==> src/rtl/wave_pkg.sv <==
// Shared FSM state type and default parameters for the waveform measurement block.
package wave_pkg;

   typedef enum logic [2:0] {
      ST_IDLE,
      ST_AMP,
      ST_XWAIT,
      ST_PERIOD,
      ST_DONE
   } state_t;

   localparam int DEF_DATA_W   = 8;
   localparam int DEF_WIN_LEN  = 256;
   localparam int DEF_PERIOD_W = 16;
   localparam int DEF_HYST     = 4;

endpackage

==> src/rtl/wave_xdet.sv <==
// Hysteretic rising mid-level crossing detector: arms at or below lo, fires at or above mid.
module wave_xdet
   import wave_pkg::*;
#(
   parameter int DATA_W = DEF_DATA_W
) (
   input  logic              clk,
   input  logic              rst_n,
   input  logic [DATA_W-1:0] i_sample,
   input  logic              i_valid,
   input  logic [DATA_W-1:0] i_mid,
   input  logic [DATA_W-1:0] i_lo,
   input  logic              i_clear,
   output logic              o_rise
);

   logic r_armed;

   assign o_rise = i_valid && !i_clear && r_armed && (i_sample >= i_mid);

   // A crossing disarms, so noise hovering around mid cannot fire twice.
   always_ff @(posedge clk) begin
      if (!rst_n) begin
         r_armed <= 1'b0;
      end else if (i_clear) begin
         r_armed <= 1'b0;
      end else if (i_valid) begin
         if (o_rise) begin
            r_armed <= 1'b0;
         end else if (i_sample <= i_lo) begin
            r_armed <= 1'b1;
         end
      end
   end

endmodule

==> src/rtl/wave_measure.sv <==
// Measures window min/max/peak-to-peak of an ADC sample stream, then the period
// between two hysteretic rising mid-level crossings.
module wave_measure
   import wave_pkg::*;
#(
   parameter int DATA_W   = DEF_DATA_W,
   parameter int WIN_LEN  = DEF_WIN_LEN,
   parameter int PERIOD_W = DEF_PERIOD_W,
   parameter int HYST     = DEF_HYST
) (
   input  logic                clk,
   input  logic                rst_n,
   input  logic [DATA_W-1:0]   din,
   input  logic                din_valid,
   input  logic                start,
   output logic                busy,
   output logic                done,
   output logic [DATA_W-1:0]   vmax,
   output logic [DATA_W-1:0]   vmin,
   output logic [DATA_W-1:0]   vpp,
   output logic [PERIOD_W-1:0] period,
   output logic                period_ok,
   output state_t              o_dbg_state
);

   localparam int                WCNT_W   = $clog2(WIN_LEN);
   localparam logic [WCNT_W-1:0] WIN_LAST = WCNT_W'(WIN_LEN - 1);
   localparam logic [DATA_W-1:0] HYST_V   = DATA_W'(HYST);
   localparam logic [DATA_W:0]   FLAT_TH  = (DATA_W+1)'(2 * HYST);

   state_t               r_state, w_state_nx;
   logic [DATA_W-1:0]    r_wmax, r_wmin, r_mid, r_lo;
   logic [WCNT_W-1:0]    r_wcnt;
   logic [PERIOD_W-1:0]  r_cnt;
   logic [DATA_W-1:0]    r_vmax, r_vmin, r_vpp;
   logic [PERIOD_W-1:0]  r_period;
   logic                 r_period_ok;

   logic                 w_first, w_win_last, w_flat, w_rise, w_det_valid, w_det_clear;
   logic [DATA_W-1:0]    w_max_nx, w_min_nx, w_vpp_nx, w_mid, w_lo;
   logic [DATA_W:0]      w_sum;
   logic [PERIOD_W-1:0]  w_cnt_inc;
   logic                 w_cnt_top;
   logic                 w_ld_res, w_res_ok;
   logic [PERIOD_W-1:0]  w_res_period;
   logic [DATA_W-1:0]    w_res_max, w_res_min;

   // Window statistics including the sample presented this cycle.
   assign w_first    = (r_wcnt == '0);
   assign w_win_last = (r_wcnt == WIN_LAST);
   assign w_max_nx   = (w_first || din > r_wmax) ? din : r_wmax;
   assign w_min_nx   = (w_first || din < r_wmin) ? din : r_wmin;
   assign w_vpp_nx   = w_max_nx - w_min_nx;
   assign w_sum      = {1'b0, w_max_nx} + {1'b0, w_min_nx};
   assign w_mid      = DATA_W'(w_sum >> 1);
   assign w_lo       = (w_mid >= HYST_V) ? (w_mid - HYST_V) : '0;
   assign w_flat     = ({1'b0, w_vpp_nx} < FLAT_TH);

   assign w_cnt_inc  = r_cnt + 1'b1;
   assign w_cnt_top  = (w_cnt_inc == '1);

   assign w_det_valid = din_valid && (r_state == ST_XWAIT || r_state == ST_PERIOD);
   assign w_det_clear = !(r_state == ST_XWAIT || r_state == ST_PERIOD);

   wave_xdet #(.DATA_W(DATA_W)) u_xdet (
      .clk      (clk),
      .rst_n    (rst_n),
      .i_sample (din),
      .i_valid  (w_det_valid),
      .i_mid    (r_mid),
      .i_lo     (r_lo),
      .i_clear  (w_det_clear),
      .o_rise   (w_rise)
   );

   always_ff @(posedge clk) begin
      if (!rst_n) begin
         r_state <= ST_IDLE;
      end else begin
         r_state <= w_state_nx;
      end
   end

   always_comb begin
      w_state_nx   = r_state;
      w_ld_res     = 1'b0;
      w_res_period = '0;
      w_res_ok     = 1'b0;
      case (r_state)
         ST_IDLE: begin
            if (start) w_state_nx = ST_AMP;
         end
         ST_AMP: begin
            if (din_valid && w_win_last) begin
               if (w_flat) begin
                  w_state_nx = ST_DONE;
                  w_ld_res   = 1'b1;
               end else begin
                  w_state_nx = ST_XWAIT;
               end
            end
         end
         ST_XWAIT: begin
            if (w_rise) begin
               w_state_nx = ST_PERIOD;
            end else if (din_valid && w_cnt_top) begin
               w_state_nx = ST_DONE;
               w_ld_res   = 1'b1;
            end
         end
         ST_PERIOD: begin
            if (w_rise) begin
               w_state_nx   = ST_DONE;
               w_ld_res     = 1'b1;
               w_res_period = w_cnt_inc;
               w_res_ok     = 1'b1;
            end else if (din_valid && w_cnt_top) begin
               w_state_nx = ST_DONE;
               w_ld_res   = 1'b1;
            end
         end
         ST_DONE: begin
            w_state_nx = ST_IDLE;
         end
         default: begin
            w_state_nx = ST_IDLE;
         end
      endcase
   end

   // In the flat case the result is taken in the same cycle as the last window sample.
   assign w_res_max = (r_state == ST_AMP) ? w_max_nx : r_wmax;
   assign w_res_min = (r_state == ST_AMP) ? w_min_nx : r_wmin;

   always_ff @(posedge clk) begin
      if (!rst_n) begin
         r_wmax      <= '0;
         r_wmin      <= '0;
         r_mid       <= '0;
         r_lo        <= '0;
         r_wcnt      <= '0;
         r_cnt       <= '0;
         r_vmax      <= '0;
         r_vmin      <= '0;
         r_vpp       <= '0;
         r_period    <= '0;
         r_period_ok <= 1'b0;
      end else begin
         if (r_state == ST_AMP && din_valid) begin
            r_wmax <= w_max_nx;
            r_wmin <= w_min_nx;
            r_wcnt <= w_win_last ? '0 : r_wcnt + 1'b1;
            r_cnt  <= '0;
            if (w_win_last) begin
               r_mid <= w_mid;
               r_lo  <= w_lo;
            end
         end
         if (w_det_valid) begin
            r_cnt <= (r_state == ST_XWAIT && w_rise) ? '0 : w_cnt_inc;
         end
         if (w_ld_res) begin
            r_vmax      <= w_res_max;
            r_vmin      <= w_res_min;
            r_vpp       <= w_res_max - w_res_min;
            r_period    <= w_res_period;
            r_period_ok <= w_res_ok;
         end
      end
   end

   assign busy        = (r_state == ST_AMP) || (r_state == ST_XWAIT) || (r_state == ST_PERIOD);
   assign done        = (r_state == ST_DONE);
   assign vmax        = r_vmax;
   assign vmin        = r_vmin;
   assign vpp         = r_vpp;
   assign period      = r_period;
   assign period_ok   = r_period_ok;
   assign o_dbg_state = r_state;

endmodule

==> config.mk <==
export PLATFORM = sky130hd
export DESIGN_NAME = wave_measure
export DESIGN_NICKNAME = d
export VERILOG_FILES = /design/src/rtl/wave_pkg.sv /design/src/rtl/wave_xdet.sv /design/src/rtl/wave_measure.sv
export SDC_FILE = /design/constraint.sdc
export NUM_CORES = 1
export LEC_CHECK = 0
export ABC_AREA = 1
export CAP_MARGIN = 30
export CORE_MARGIN = 1
export CORE_UTILIZATION = 35
export CTS_BUF_LIST = sky130_fd_sc_hd__clkbuf_2 sky130_fd_sc_hd__clkbuf_4 sky130_fd_sc_hd__clkbuf_8
export DETAILED_ROUTE_END_ITERATION = 10
export PLACE_DENSITY = 0.55
export RECOVER_POWER = 25
export SLEW_MARGIN = 20
export SYNTH_ARGS = -nofsm -noshare
export SYNTH_HDL_FRONTEND = slang
export SYNTH_SLANG_ARGS = --single-unit
==> constraint.sdc <==
create_clock -name clk -period 15.3 [get_ports clk]
set_input_delay 4.59 -clock clk [delete_from_list [all_inputs] [get_ports clk]]
set_output_delay 4.59 -clock clk [all_outputs]
set_load 0.02 [all_outputs]
==> metrics.md <==
| Metric | Value |
|---|---|
| Most frequent cells in the layout | `237 x nand2_1, 133 x inv_1, 101 x dfxtp_1, 85 x a21oi_1, 75 x nor2_1` |
| Drt drc | `0` |
| Crit path launch type | `input port` |
| Worst path most repeated cell | `nand2_1` |
| Initial antenna violation count | `0` |
| Ys async rst share | `0` |
| Routed length per instance | `13.64 um` |
| Outcome | `complete, no violations` |
| HPWL after DPL | `roughly 13000 um` |
| Syn_nets | `1020` |
| Clk_skew | `0.01321 ns` |
| Die area | `18980 um^2` |
| Clock sink count | `101` |
| Worst setup EP type | `register` |
| Initial detailed-routing violation count | `345` |
| Largest net degree at the start of global routing | `54` |
| Die H | `137.8 um` |
| CTS clock-pin slew for the worst setup and hold paths | `0.10 ns` |
| Cts bufs inserted | `9` |
| CTS HTree Levels | `3` |
| Initial Util | `0.3578` |
| Worst EP required | `15.58 ns` |
| Floorplan row count | `49` |
| Routed Antenna Nets | `0` |
| Pwr dens | `118.0 nW/um^2` |
| Area delta synth->final | `15.05%` |
| R2r worst-path depth | `23` |
| Most common cell after layout, fill and taps aside | `nand2_1` |
| Area of the multi-input gates | `3736 um^2` |
| Post-route setup slack | `6.412 ns` |
| CTS tree | `built` |
| R2R Setup Slk | `10.87 ns` |
| CTS root buf | `clkbuf_8` |
| Final net count | `around 1100` |
| Max Slew Vio Count | `0` |
| I/O pin count | `58` |
| Hold endpoint | `r_cnt[14]$_SDFFE_PN0P_` |
| Antenna fix cells | `0` |
| Leak pwr | `around 3.4 nW` |
| Fin cells | `1223` |
| Final Cycle Share | `0.5809` |
| Worst-skew pair later-pin latency | `0.38 ns` |
| Crit-path slowest cell | `clkdlybuf4s50_1` |
| Synth top area share | `0.3135` |
| Synth Flop Type | `dfxtp_1` |
| GP Congestion | `about 0.85` |
| Share of post-route cells with drive strength above 1 | `0.04930` |
| First-pass GRT wire length | `27770 um` |
| Hold-fix buffers at CTS | `0` |
| Critical Path AT | `9.17 ns` |
| Clock buffer depth | `2` |
| R2r endpoint | `vpp[3]$_SDFFE_PN0P_` |
| F_max | `112.5 MHz` |
| Yosys reg bits | `101` |
| Min Tclk post-route | `8.888 ns` |
| Seq/Total Area, Yosys | `0.3135` |
| Number of port buffers | `57` |
| Top area cells in the synthesized netlist | `dfxtp_1 31%, nand2_1 14%, ha_1 11%` |
| Unrepaired setup endpoints after global routing | `no` |
| First-pass DRT Iterations | `5` |
| Pin slew with the least headroom to its limit | `1.381 ns` |
| Hold_sp | `r_cnt[14]$_SDFFE_PN0P_` |
| Core Box Area | `18020 um^2` |
| Max-cap viol count | `0` |
| Worst Path Class, Setup | `in2reg` |
| Largest stage delay on the critical path | `~0.66 ns` |
| Cell Area, Synth | `6450 um^2` |
| Slew margin rel. | `0.07952` |
| Routed vias/inst | `around 4.8` |
| Fillers | `1966` |
| Setup TNS | `0 ns` |
| Reg area | `roughly 2000 um^2` |
| Final setup fails | `0` |
| Vias in the first global route | `5578` |
| Cells along the critical path | `clkdlybuf4s50_1, ha_1, a21oi_1, nor2_1, nor2_1, nand2_1, nand2_1, nand2_2, o21ai_0, ha_1, inv_1, a21oi_1, o21bai_1, a21oi_1, nand3_1, nand2_1, inv_2, nor2_4, nand3_4, nand2_4, nand2_1, nand2_1, nor2_1` |
| Critical path fanouts, max | `37` |
| Total GRT Usage | `0.1890` |
| Setup Fix Bufs, Post-CTS | `0` |
| Maximum vdd drop | `0.00006664 V` |
| Setup WS pre-CTS | `6.035 ns` |
| Post-Place Cells | `1206` |
| Post-CTS sizing | `0` |
| Final hold violation count | `0` |
| Yosys warns | `0` |
| Die width | `137.8 um` |
| Syn Area/Cell | `6.797 um^2` |
| Hold WS | `0.4753 ns` |
| Vias | `5910` |
| Worst Hold Path Cells | `2` |
| RR Startpoint | `r_wmax[5]$_SDFFE_PN0P_` |
| Yosys cell types | `41` |
| Leading area contributor after synthesis | `dfxtp_1` |
| Hold Path Class | `reg2reg` |
| Final WL | `around 17000 um` |
| Post-synthesis instance total | `949` |
| Total gr overflow | `0` |
| EDFF count, synth | `0` |
-- where the power goes --
part | switching [mW] | internal, mW | total (mW)
sequential | 0.00808 | 0.276 | 0.284
clock | 0.0995 | 0.106 | 0.206
combinational | 0.249 | 0.136 | 0.386
total | 0.357 | 0.518 | 0.875
-- worst max path at each step --
stage               startpoint                    to  slack (ns)  cells after the start
finish                  din[5]   vpp[3]$_SDFFE_PN0P_        6.41                     23
CTS                     din[5]   vpp[6]$_SDFFE_PN0P_        6.46                     23
global route            din[5]   vpp[3]$_SDFFE_PN0P_        5.94                     23
floorplan               din[5]  r_lo[3]$_SDFFE_PN0P_        7.35                     27
detailed placement      din[7]   vpp[6]$_SDFFE_PN0P_        6.03                     22
global placement        din[5]  vmax[5]$_SDFFE_PN0P_        6.00                     23
-- through the flow --
| step | cell area [um^2] | power, mW | util |
|---|---|---|---|
| 6_report | 7421 | 0.8753 | 0.4117 |
| 5_1_grt | 7421 | 0.9498 | 0.4117 |
| 4_1_cts | 7405 | 0.8849 | 0.4108 |
| 3_5_place_dp | 7163 | 0.6759 | 0.3974 |
| 3_3_place_gp | 7156 | 0.6777 | 0.3970 |
| 2_1_floorplan | 6450 | 0.5814 | - |
-- cell families (layout without fill, tap and decap cells) --
logic type	count (synthesis)	in the layout	share of synthesized area
buffers and inverters	172	217	0.1073
AND/OR/NAND/NOR	416	416	0.2848
AO/OA/AOI/OAI	180	180	0.1503
adder cells (fa/ha/maj)	59	59	0.1156
XOR/XNOR	21	21	0.02852
flip-flops	101	101	0.3135
-- state kept, by name (all words and copies together) (netlist names) --
register / flops
r_cnt: 16
r_wmin: 8
r_lo: 8
vpp: 8
vmax: 8
r_wmax: 8
r_wcnt: 8
o_dbg_state: 3
period_ok: 1
period: 16
u_xdet.r_armed: 1
vmin: 8
r_mid: 8
-- synth_stat cells, types with 2 or more instances --
cell        n
o21ai_0    62
ha_1       58
buf_6       5
a21boi_1    4
nand2_1   237
a21o_1      3
clkbuf_1   18
buf_2       7
nor3b_1     2
buf_1       2
inv_1     132
o211ai_1    3
nand2_2     5
o22ai_1     9
nor2_2      4
a21oi_1    85
nor3_1     12
o21ai_1     3
xor2_1     18
nand4_1     8
inv_2       8
xnor2_1     3
nor4_1      8
dfxtp_1   101
nor2_1     75
nor2_4      2
nand3b_1    9
nand3_4     2
nor3_2      6
nand3_1    43
o21bai_1    5
-- per-layer routing --
layer  vias up  share of wire  global-route usage
li1       3141              -                   -
met3        17          0.034             0.03569
met5         -              0                   0
met4         0          0.015             0.05133
met2        87           0.47              0.3157
met1      2665           0.48              0.2472
-- final cells by class --
| class | instances | share of cell area |
|---|---|---|
| inverters | 140 | 0.07081 |
| flip-flops and latches | 101 | 0.2725 |
| multi-input cells | 676 | 0.5035 |
| well taps | 229 | 0.03861 |
| clock inverters | 4 | 0.01028 |
| clock buffers | 12 | 0.02226 |
| repair buffers | 61 | 0.08211 |
-- worst max-delay path: cells and delay by family --
family | cells | cell delay (ns)
and+or+nand+nor | 13 | 1.76
buffers and inverters | 3 | 0.87
AOI/OAI and AO/OA | 5 | 1.21
adders and majority gates | 2 | 0.71
(Power assumes the default switching activity.)
